[src/rtl/alu_pkg.sv]
`default_nettype none
// +--------------------------------------------------------------------------+
// | Module      : alu_pkg                                                    |
// | Description : Shared constants for the 8-bit datapath ALU: default       |
// |               widths, alu_op encodings and source_sel encodings.         |
// | Ports       : none (package)                                             |
// | Revision    : 1.0  initial release                                       |
// +--------------------------------------------------------------------------+
package alu_pkg;

    // Default widths; the top and operand mux take these as parameter defaults.
    localparam int ALU_WIDTH = 8;
    localparam int ALU_IMM_W = 6;

    // alu_op encodings
    localparam logic [2:0] OP_ADD = 3'b000;
    localparam logic [2:0] OP_SUB = 3'b001;
    localparam logic [2:0] OP_AND = 3'b010;
    localparam logic [2:0] OP_OR  = 3'b011;
    localparam logic [2:0] OP_XOR = 3'b100;
    localparam logic [2:0] OP_NOT = 3'b101;
    localparam logic [2:0] OP_SHL = 3'b110;
    localparam logic [2:0] OP_SHR = 3'b111;

    // source_sel encodings (101..111 behave as SRC_SR1_SR2)
    localparam logic [2:0] SRC_SR1_IMM  = 3'b000;
    localparam logic [2:0] SRC_SR1_SR2  = 3'b001;
    localparam logic [2:0] SRC_PC_IMM   = 3'b010;
    localparam logic [2:0] SRC_SR1_UIMM = 3'b011;
    localparam logic [2:0] SRC_PC_SR2   = 3'b100;

endpackage : alu_pkg
`default_nettype wire

[src/rtl/alu_operand_mux.sv]
`default_nettype none
// +--------------------------------------------------------------------------+
// | Module      : alu_operand_mux                                            |
// | Description : Combinational operand selection for the ALU. Decodes       |
// |               source_sel and sign/zero-extends the immediate and pc.     |
// | Ports       : source_sel_i   operand-source select                       |
// |               imm_i          instruction immediate (two's complement)    |
// |               pc_i           program counter (unsigned)                  |
// |               sr1_i, sr2_i   register-file read data                     |
// |               operand_a_o    selected A operand                          |
// |               operand_b_o    selected B operand                          |
// | Revision    : 1.0  initial release                                       |
// +--------------------------------------------------------------------------+
module alu_operand_mux
    import alu_pkg::*;
#(
    parameter int WIDTH = ALU_WIDTH,
    parameter int IMM_W = ALU_IMM_W
) (
    input  logic [2:0]       source_sel_i,
    input  logic [IMM_W-1:0] imm_i,
    input  logic [IMM_W-1:0] pc_i,
    input  logic [WIDTH-1:0] sr1_i,
    input  logic [WIDTH-1:0] sr2_i,
    output logic [WIDTH-1:0] operand_a_o,
    output logic [WIDTH-1:0] operand_b_o
);

    logic [WIDTH-1:0] w_imm_sext;
    logic [WIDTH-1:0] w_imm_zext;
    logic [WIDTH-1:0] w_pc_zext;

    assign w_imm_sext = {{(WIDTH-IMM_W){imm_i[IMM_W-1]}}, imm_i};
    assign w_imm_zext = {{(WIDTH-IMM_W){1'b0}}, imm_i};
    assign w_pc_zext  = {{(WIDTH-IMM_W){1'b0}}, pc_i};

    always_comb begin
        // Unused encodings fall back to the register-register form.
        operand_a_o = sr1_i;
        operand_b_o = sr2_i;
        case (source_sel_i)
            SRC_SR1_IMM: begin
                operand_a_o = sr1_i;
                operand_b_o = w_imm_sext;
            end
            SRC_PC_IMM: begin
                operand_a_o = w_pc_zext;
                operand_b_o = w_imm_sext;
            end
            SRC_SR1_UIMM: begin
                operand_a_o = sr1_i;
                operand_b_o = w_imm_zext;
            end
            SRC_PC_SR2: begin
                operand_a_o = w_pc_zext;
                operand_b_o = sr2_i;
            end
            default: begin
                operand_a_o = sr1_i;
                operand_b_o = sr2_i;
            end
        endcase
    end

endmodule : alu_operand_mux
`default_nettype wire

[src/rtl/alu.sv]
`default_nettype none
// +--------------------------------------------------------------------------+
// | Module      : alu                                                        |
// | Description : Registered arithmetic/logic unit with N/Z/P flags for the  |
// |               8-bit microprocessor datapath. One-cycle latency, accepts  |
// |               a new operation every cycle.                               |
// | Ports       : clk, rst       clock, synchronous active-high reset        |
// |               alu_op         operation select                            |
// |               source_sel     operand-source select                       |
// |               ins_immediate  instruction immediate                       |
// |               pc             program counter                             |
// |               reg_sr1_out    register-file source-1 data                 |
// |               reg_sr2_out    register-file source-2 data                 |
// |               negative/zero/positive  registered condition flags         |
// |               result         registered result                           |
// | Revision    : 1.0  initial release                                       |
// +--------------------------------------------------------------------------+
module alu
    import alu_pkg::*;
#(
    parameter int WIDTH = ALU_WIDTH,
    parameter int IMM_W = ALU_IMM_W
) (
    input  logic             clk,
    input  logic             rst,
    input  logic [2:0]       alu_op,
    input  logic [2:0]       source_sel,
    input  logic [IMM_W-1:0] ins_immediate,
    input  logic [IMM_W-1:0] pc,
    input  logic [WIDTH-1:0] reg_sr1_out,
    input  logic [WIDTH-1:0] reg_sr2_out,
    output logic             negative,
    output logic             zero,
    output logic             positive,
    output logic [WIDTH-1:0] result
);

    logic [WIDTH-1:0] w_operand_a;
    logic [WIDTH-1:0] w_operand_b;
    logic [WIDTH-1:0] w_result_d;
    logic             w_negative_d;
    logic             w_zero_d;
    logic             w_positive_d;

    logic [WIDTH-1:0] r_result_q;
    logic             r_negative_q;
    logic             r_zero_q;
    logic             r_positive_q;

    alu_operand_mux #(
        .WIDTH (WIDTH),
        .IMM_W (IMM_W)
    ) u_operand_mux (
        .source_sel_i (source_sel),
        .imm_i        (ins_immediate),
        .pc_i         (pc),
        .sr1_i        (reg_sr1_out),
        .sr2_i        (reg_sr2_out),
        .operand_a_o  (w_operand_a),
        .operand_b_o  (w_operand_b)
    );

    // Shift amount is always B[2:0]; upper B bits are ignored for shifts.
    always_comb begin
        w_result_d = '0;
        case (alu_op)
            OP_ADD: w_result_d = w_operand_a + w_operand_b;
            OP_SUB: w_result_d = w_operand_a - w_operand_b;
            OP_AND: w_result_d = w_operand_a & w_operand_b;
            OP_OR:  w_result_d = w_operand_a | w_operand_b;
            OP_XOR: w_result_d = w_operand_a ^ w_operand_b;
            OP_NOT: w_result_d = ~w_operand_a;
            OP_SHL: w_result_d = w_operand_a << w_operand_b[2:0];
            OP_SHR: w_result_d = w_operand_a >> w_operand_b[2:0];
            default: w_result_d = '0;
        endcase
    end

    // Flags derive from the next result so they register alongside it;
    // exactly one is set by construction.
    assign w_negative_d = w_result_d[WIDTH-1];
    assign w_zero_d     = (w_result_d == '0);
    assign w_positive_d = ~w_negative_d & ~w_zero_d;

    always_ff @(posedge clk) begin
        if (rst) begin
            r_result_q   <= '0;
            r_negative_q <= 1'b0;
            r_zero_q     <= 1'b1;
            r_positive_q <= 1'b0;
        end else begin
            r_result_q   <= w_result_d;
            r_negative_q <= w_negative_d;
            r_zero_q     <= w_zero_d;
            r_positive_q <= w_positive_d;
        end
    end

    assign result   = r_result_q;
    assign negative = r_negative_q;
    assign zero     = r_zero_q;
    assign positive = r_positive_q;

endmodule : alu
`default_nettype wire

[config.mk]
export PLATFORM = sky130hd
export DESIGN_NAME = alu
export DESIGN_NICKNAME = d
export VERILOG_FILES = /design/src/rtl/alu_pkg.sv /design/src/rtl/alu_operand_mux.sv /design/src/rtl/alu.sv
export SDC_FILE = /design/constraint.sdc
export NUM_CORES = 1
export LEC_CHECK = 0
export CORE_AREA = 2 2 70 72
export CTS_BUF_LIST = sky130_fd_sc_hd__clkbuf_8 sky130_fd_sc_hd__clkbuf_16
export CTS_CLUSTER_SIZE = 40
export DETAILED_ROUTE_END_ITERATION = 8
export DIE_AREA = 0 0 72 74
export DONT_BUFFER_PORTS = 1
export PLACE_DENSITY = 0.69
export SYNTH_ARGS = -nofsm -noshare
export SYNTH_HDL_FRONTEND = slang
export SYNTH_SLANG_ARGS = --single-unit
[constraint.sdc]
create_clock -name clk -period 10.96 [get_ports clk]
set_input_delay 2.192 -clock clk [delete_from_list [all_inputs] [get_ports clk]]
set_output_delay 2.192 -clock clk [all_outputs]
set_load 0.02 [all_outputs]
Word-level counts from Yosys, hierarchy flattened
Cells that the tools add are included.
{"block": "word_totals", "ff_bits": 11, "input_bits": 36, "out_inout_bits": 11}
{"block": "classes", "n_addsub": 2, "eq_ne": 10, "n_shift": 2, "mux": 3, "bitwise": 7, "reduce_logical": 5}
{"operator": "case mux 8 bit (8 select lines)", "n": 1}
{"operator": "case mux 8 bit (2 select lines)", "n": 1}
{"operator": "== test 3 bit, second input constant", "n": 5}
{"operator": "== test 3 x 2 -> 1 bit, second input constant", "n": 4}
{"operator": "adder 8 bit", "n": 1}
{"operator": "bitwise AND 8 bit", "n": 1}
{"operator": "logical NOT 8 bit", "n": 1}
{"operator": "two-way mux 8 bit", "n": 1}
{"operator": "NOT 8 bit", "n": 1}
{"operator": "bitwise OR 8 bit", "n": 1}
{"operator": "left shift 8 x 3 -> 8 bit", "n": 1}
{"operator": ">> shifter 8 x 3 -> 8 bit", "n": 1}
{"operator": "subtractor 8 bit", "n": 1}
{"operator": "bitwise XOR 8 bit", "n": 1}
{"operator": "logical NOT 3 bit", "n": 2}
{"operator": "OR reduction 2 bit", "n": 2}
{"operator": "== test 3 x 1 -> 1 bit, second input constant", "n": 1}
{"operator": "NOT 1 bit", "n": 2}
{"operator": "bitwise AND 1 bit", "n": 1}

Logic depth before layout (Yosys ltp)
Gate-level depths: netlist (run 1).
{"block": "logic_depth", "word_depth": 8, "ltp_mapped": 19, "ltp_nobuf": 15}

Cells and area by module
Synthesis (run 1) repeated with hierarchy kept, for this count alone.
{"block": "unflattened", "cells_unflattened": 255, "hier_area_um2": 2087.0}
{"module": "alu", "instances": 1, "cells_each": 232, "area_per_inst_um2": 1874.3, "seq_area_each_um2": 200.2}
{"module": "alu_operand_mux", "instances": 1, "cells_each": 23, "area_per_inst_um2": 212.7, "seq_area_each_um2": 0.0}

Least setup slack after synthesis (run 1)
Ideal clock, no wire load.
{"block": "synth_timing", "path_kind": "input to register", "startpoint": "in source_sel[0]", "endpoint": "reg r_positive_q, in the netlist positive", "setup_time_ns": 0.088, "arrival_time_ns": 5.121, "required_ns": 10.872, "setup_slack_ns": 5.750, "stages": 19, "path_buffers": 4, "path_cell_list": "buf_6 nor2b_4 buf_6 nor3b_4 nor2_4 buf_6 buf_8 a21oi_1 xnor2_1 inv_1 ha_1 nor2b_1 o21ai_0 a21oi_1 a211oi_1 xor2_1 a32o_1 and4_4 a311oi_2"}
{"block": "synth_between", "elab_chain_len": 8, "word_cells_on_any_way": 21, "cone_classes": "add/sub (2); eq/ne (3); shift (2); mux (3); bitwise (7); reduce/logical (4)"}
{"element": "from (decl)", "line_no": "alu.sv:27", "source": "input logic [2:0] source_sel,"}
{"element": "== test 3 x 2 -> 1 bit, or another cell as far along", "line_no": "alu_operand_mux.sv:41", "source": "case (source_sel_i)"}
{"element": "OR reduction 2 bit (no line)"}
{"element": "case mux 8 bit (2 select lines) or two-way mux 8 bit (tied branches)", "line_no": "alu_operand_mux.sv:41"}
{"element": "subtractor 8 bit, or another cell as far along", "line_no": "alu.sv:68", "source": "OP_SUB: w_result_d = w_operand_a - w_operand_b;"}
{"element": "case mux 8 bit (8 select lines) *", "line_no": "alu.sv:66", "source": "case (alu_op)"}
{"element": "logical NOT 8 bit", "line_no": "alu.sv:82", "source": "assign w_zero_d = (w_result_d == '0);"}
{"element": "NOT 1 bit", "line_no": "alu.sv:83", "source": "assign w_positive_d = ~w_negative_d & ~w_zero_d;"}
{"element": "bitwise AND 1 bit *", "line_no": "alu.sv:83"}
{"element": "to (signal assigned)", "line_no": "alu.sv:95", "source": "r_positive_q <= w_positive_d;"}
{"element": "to (decl)", "line_no": "alu.sv:48", "source": "logic r_positive_q;"}
Every way passes the cells marked *; elsewhere a longest branch is shown, timed or not.
A chain may end at the register's enable or synchronous reset.

Worst setup path after layout (run 1)
Ends and elaborated chain as after synthesis.

==> flow_summary.json, run 1 <==
{
  "n_antenna_cell": 0,
  "port_buffers": 0,
  "hold_path_end": "positive",
  "cts_max_level": 1,
  "synth_cell_type_count": 74,
  "postLayoutCoreUtil_pct": 52.0,
  "yosysSeqAreaShare_pct": 8.29,
  "grt_max_degree": 28,
  "grt_pass1_wl_um": 10400,
  "drc": 0,
  "setup_viol": 0,
  "finalPower_uw": 229,
  "dp.cells": 339,
  "gr-total-overflow": 0,
  "maxSlewViolCount": 0,
  "syn_area_mm2": 0.00242,
  "cts_resized": 0,
  "outcome": "finished clean",
  "fmax_mhz": 185,
  "antenna_found_initial": 0,
  "initial_core_util_pct": 52.5,
  "postSynthAreaPerCell_um2": 7.95,
  "instances_no_fill": 343,
  "layout_worst_path_cycle_share_pct": 49.3,
  "crit_required_ns": 11.10,
  "drive_above_1_share_pct": 17.3,
  "cap_violations": 0,
  "synth_warnings": 0,
  "root_buffer": "clkbuf_8",
  "final_area_mm2": 0.00239,
  "postSynth.asyncResetShare_pct": 0,
  "vias": 2263,
  "rsz0062_at_grt": "no",
  "place_hpwl_um": 5180,
  "placed_cell_area_mm2": 0.00234,
  "path_clk_slew_ns": 0.04,
  "min_path_type": "in2reg",
  "die_h_um": 74,
  "cts_inserted_buffers": 3,
  "fin_nets": 349,
  "drtIter0Drc": 230,
  "first_global_vias": 2085,
  "core_area_mm2": 0.00460,
  "nFillCells": 452,
  "worstHoldStart": "rst",
  "worst_setup_path_end_kind": "flop",
  "ant_nets": 0,
  "cts_tree": "yes",
  "tightest_slew_ns": 0.776,
  "tns_ns": 0,
  "peakVddDrop_mv": 0.0662,
  "start_kind": "input port",
  "die_area_mm2": 0.00533,
  "min_path_cells": 1,
  "dr.pass1.iters": 4,
  "synth_edf_count": 0,
  "cp_max_fo": 26,
  "hold_buffers": 0,
  "post-cts-setup-buffer-count": 0,
  "leakage_nw": 0.959,
  "place_congestion": 0.975,
  "synth_seq_cells": 10,
  "rows": 25,
  "clock_path_buffers": 2,
  "synthFlopType": "dfxtp_1",
  "synth.net_count": 363,
  "syn2layout_area_growth_pct": -1.04,
  "routed_wl_um": 6430,
  "hold_viol": 0,
  "wire_per_inst_um": 18.7,
  "grt_util_all_layers_pct": 24.3,
  "viasPerCell": 6.60,
  "pin_count": 47,
  "finalCriticalPeriod_ns": 5.40,
  "cts_sinks": 10,
  "slew_headroom_pct": 47.2,
  "power.density_mw_per_mm2": 95.9,
  "syn_inst": 304,
  "path_class": "in2reg",
  "die_w_um": 72,
  "arrival_ns": 5.54
}
layer usage:
metal  vias up  GRT usage, %  routed length, um
li1       1106             -                  -
met1      1049          32.2               2720
met2       102          43.3               3140
met3         6          2.44                473
met4         0          4.82                 93
met5         -             0                  0
synth_stat cells (7+ instances only):
| master | count | area [um2] |
|---|---|---|
| mux2i_1 | 8 | 80.1 |
| o21ai_0 | 15 | 75.1 |
| and2_1 | 7 | 43.8 |
| ha_1 | 22 | 275 |
| nor2_1 | 18 | 67.6 |
| dfxtp_1 | 10 | 200 |
| a21oi_1 | 19 | 95.1 |
| nand3_1 | 14 | 70.1 |
| inv_1 | 16 | 60.1 |
| nand2_1 | 19 | 71.3 |
| o211ai_1 | 10 | 75.1 |
| inv_2 | 7 | 26.3 |
| xnor2_1 | 10 | 87.6 |
| buf_6 | 7 | 78.8 |
power by group:
part / switching [mW] / internal (mW)
combinational: 0.0803 / 0.0553
sequential: 0.00811 / 0.0413
clock: 0.0128 / 0.0314
cells in the final DEF (no fill, tap or decap), types with 8 or more instances in the layout:
cell / instances
nand2_1: 19
nor2_1: 18
mux2i_1: 8
o21ai_0: 15
ha_1: 22
a21oi_1: 19
xnor2_1: 10
dfxtp_1: 10
o211ai_1: 10
nand3_1: 14
inv_1: 16
cell type report:
type                            instances  area (um2)  area share, %
Inverter                               26         103           4.29
Tap cell                               54        67.6           2.83
Sequential cell                        10         200           8.37
Multi-Input combinational cell        249        1970           82.2
Clock buffer                            4        55.1           2.30
per-stage QoR:
step	hold slack (ns)	setup slack, ns
2_1_floorplan	2.50	5.75
3_3_place_gp	2.26	5.51
3_5_place_dp	2.26	5.37
4_1_cts	2.02	5.60
5_1_grt	2.02	5.27
6_report	2.03	5.56
flip-flops by register name, summed over array words and instances, names as in the netlist:
| name | count |
|---|---|
| zero | 1 |
| positive | 1 |
| result | 8 |
worst max-delay path, cell delays in order:
cell and delay (ns):
nor2b_4 0.28, nor2_4 0.07, mux2i_4 0.64, inv_2 0.25, o21ai_0 0.26, xnor2_1 0.14
ha_1 0.28, nor2b_1 0.14, o21ai_0 0.21, a21oi_1 0.12, o21ai_0 0.16, nor3b_1 0.27
nor4_2 0.08, and2_1 0.18, a311oi_2 0.25
cell families after synthesis:
group           Yosys count  share of synthesized area [%]
buf+inv                  45                           10.4
mux                      13                           7.04
compound gates          103                           32.3
flops                    10                           8.29
xor+xnor                 15                           6.99
fa+ha+maj                23                           12.2
simple gates             95                           22.8
worst max-delay path by stage:
stage / startpoint / to / slack, ns / depth (start not counted)
3_5_place_dp: source_sel[0] / positive / 5.37 / 15
6_report: source_sel[0] / positive / 5.56 / 15
4_1_cts: source_sel[0] / positive / 5.60 / 15
5_1_grt: source_sel[0] / positive / 5.27 / 15
3_3_place_gp: source_sel[0] / positive / 5.51 / 15
2_1_floorplan: source_sel[0] / positive / 5.75 / 19
Power figures use the tool's default switching activity.
==> inputs of run 2 (changes only) <==
--- a/config.mk
+++ b/config.mk
@@ -11,7 +11,7 @@
 export DETAILED_ROUTE_END_ITERATION = 8
 export DIE_AREA = 0 0 72 74
 export DONT_BUFFER_PORTS = 1
-export PLACE_DENSITY = 0.69
+export PLACE_DENSITY = 0.72
 export SYNTH_ARGS = -nofsm -noshare
 export SYNTH_HDL_FRONTEND = slang
 export SYNTH_SLANG_ARGS = --single-unit
==> constraint.sdc (replaced) <==
create_clock -name clk -period 4.75 [get_ports clk]
set_input_delay 0.95 -clock clk [delete_from_list [all_inputs] [get_ports clk]]
set_output_delay 0.95 -clock clk [all_outputs]
set_load 0.02 [all_outputs]
==> run 2 against run 1 <==
Cell area grew 0.94%. Critical path depth is the same. Clock power grew 130%. Setup slack lost 4.8 ns. Cell count grew 0.87%. Combinational power grew 130%. First-iteration DRC count grew 33%. Flip-flop and latch count is the same. Via count grew 1.6%. Non-clock buffer count grew 3. Sequential power grew 130%.
==> flow_summary.json, run 2 (synthesized netlist as in run 1, its figures left out) <==
{
  "cts_tree": "yes",
  "cap_violations": 0,
  "clock_path_buffers": 2,
  "crit_family": "simple AND/OR/NAND/NOR gates",
  "slew_headroom_pct": 43.3,
  "cp_cell_sequence": "nor2b_4, nor2_4, mux2i_4, inv_2, o21ai_0, xnor2_1, ha_1, nor2b_1, o21ai_0, a21oi_1, o21ai_0, nor3b_1, nor4_2, and2_1, a311oi_2",
  "gr-total-overflow": 0,
  "dr.pass1.iters": 5,
  "grt_max_degree": 28,
  "die_h_um": 74,
  "place_congestion": 0.966,
  "routed_wl_um": 6550,
  "hold_buffers": 0,
  "tns_ns": 0,
  "fin_nets": 352,
  "wire_per_inst_um": 18.9,
  "cts_max_level": 1,
  "cts_sinks": 10,
  "cts_resized": 0,
  "path_clk_slew_ns": 0.05,
  "path_buf_inv": 1,
  "place_hpwl_um": 5320,
  "leakage_nw": 0.974,
  "rsz0062_at_grt": "no",
  "port_buffers": 0,
  "first_global_vias": 2195,
  "core_area_mm2": 0.00460,
  "grt_util_all_layers_pct": 25.8,
  "syn2layout_area_growth_pct": -0.104,
  "worst_hold_slack_ns": 0.782,
  "maxSlewViolCount": 0,
  "drc": 0,
  "post-cts-setup-buffer-count": 0,
  "hold_viol": 0,
  "initial_core_util_pct": 52.5,
  "arrival_ns": 4.14,
  "pin_count": 47,
  "largest_reg_flops": 8,
  "setup_viol": 0,
  "drtIter0Drc": 307,
  "min_path_type": "in2reg",
  "peakVddDrop_mv": 0.126,
  "die_w_um": 72,
  "final_common_cell": "ha_1",
  "grt_pass1_wl_um": 10800,
  "tightest_slew_ns": 0.832,
  "path_class": "in2reg",
  "viasPerCell": 6.64,
  "rows": 25,
  "max_stage_delay_ns": 0.68,
  "cts_inserted_buffers": 3,
  "layout_common_cells": "ha_1 (22), a21oi_1 (19), nand2_1 (19)",
  "crit_required_ns": 4.89,
  "ant_nets": 0,
  "antenna_found_initial": 0,
  "outcome": "finished clean",
  "fmax_mhz": 250,
  "cp_max_fo": 26,
  "drive_above_1_share_pct": 18.2,
  "crit_top_cell": "o21ai_0",
  "worst_setup_path_end_kind": "flop",
  "start_kind": "input port",
  "vias": 2299,
  "die_area_mm2": 0.00533,
  "critPathSlowestCell": "mux2i_4",
  "n_antenna_cell": 0,
  "layout_worst_path_cycle_share_pct": 84.2,
  "finalCriticalPeriod_ns": 4.00,
  "power.density_mw_per_mm2": 220,
  "root_buffer": "clkbuf_8"
}
run 2: metal layers:
metal | up-vias | track usage, % | part of all wire, %
met5 | - | 0 | 0
met3 | 20 | 4.20 | 6.8
met4 | 0 | 9.43 | 2.3
met2 | 97 | 42.1 | 47
met1 | 1076 | 34.6 | 44
li1 | 1106 | - | -
run 2: cell type report:
| type | count | area [um2] |
|---|---|---|
| repair buffers | 3 | 22.5 |
| inverters | 26 | 103 |
| clock buffers | 4 | 55.1 |
| well taps | 54 | 67.6 |
| multi-input cells | 249 | 1970 |
| flip-flops and latches | 10 | 200 |
| fillers | 447 | 2180 |
run 2: worst paths after layout:
check     startpoint       end  slack, ns  depth (start not counted)
min              rst  positive       0.78                          1
max    source_sel[0]  positive       0.75                         15
run 2: where the power goes:
part           switching (mW)  internal, mW  leakage, nW
registers              0.0185        0.0952       0.0834
logic                   0.185         0.130        0.861
clock network          0.0301        0.0726       0.0288
total                   0.233         0.298        0.974
run 2: per-stage QoR:
stage               utilization, %  std cells  power [mW]  worst slack (ns)  area [um2]
floorplan                        -        304       0.387             0.782        2420
global placement              51.3        342       0.421             0.731        2360
detailed placement            51.3        342       0.423             0.597        2360
CTS                           52.5        346       0.528             0.837        2410
global route                  52.5        346       0.575             0.477        2410
finish                        52.5        346       0.531             0.751        2410
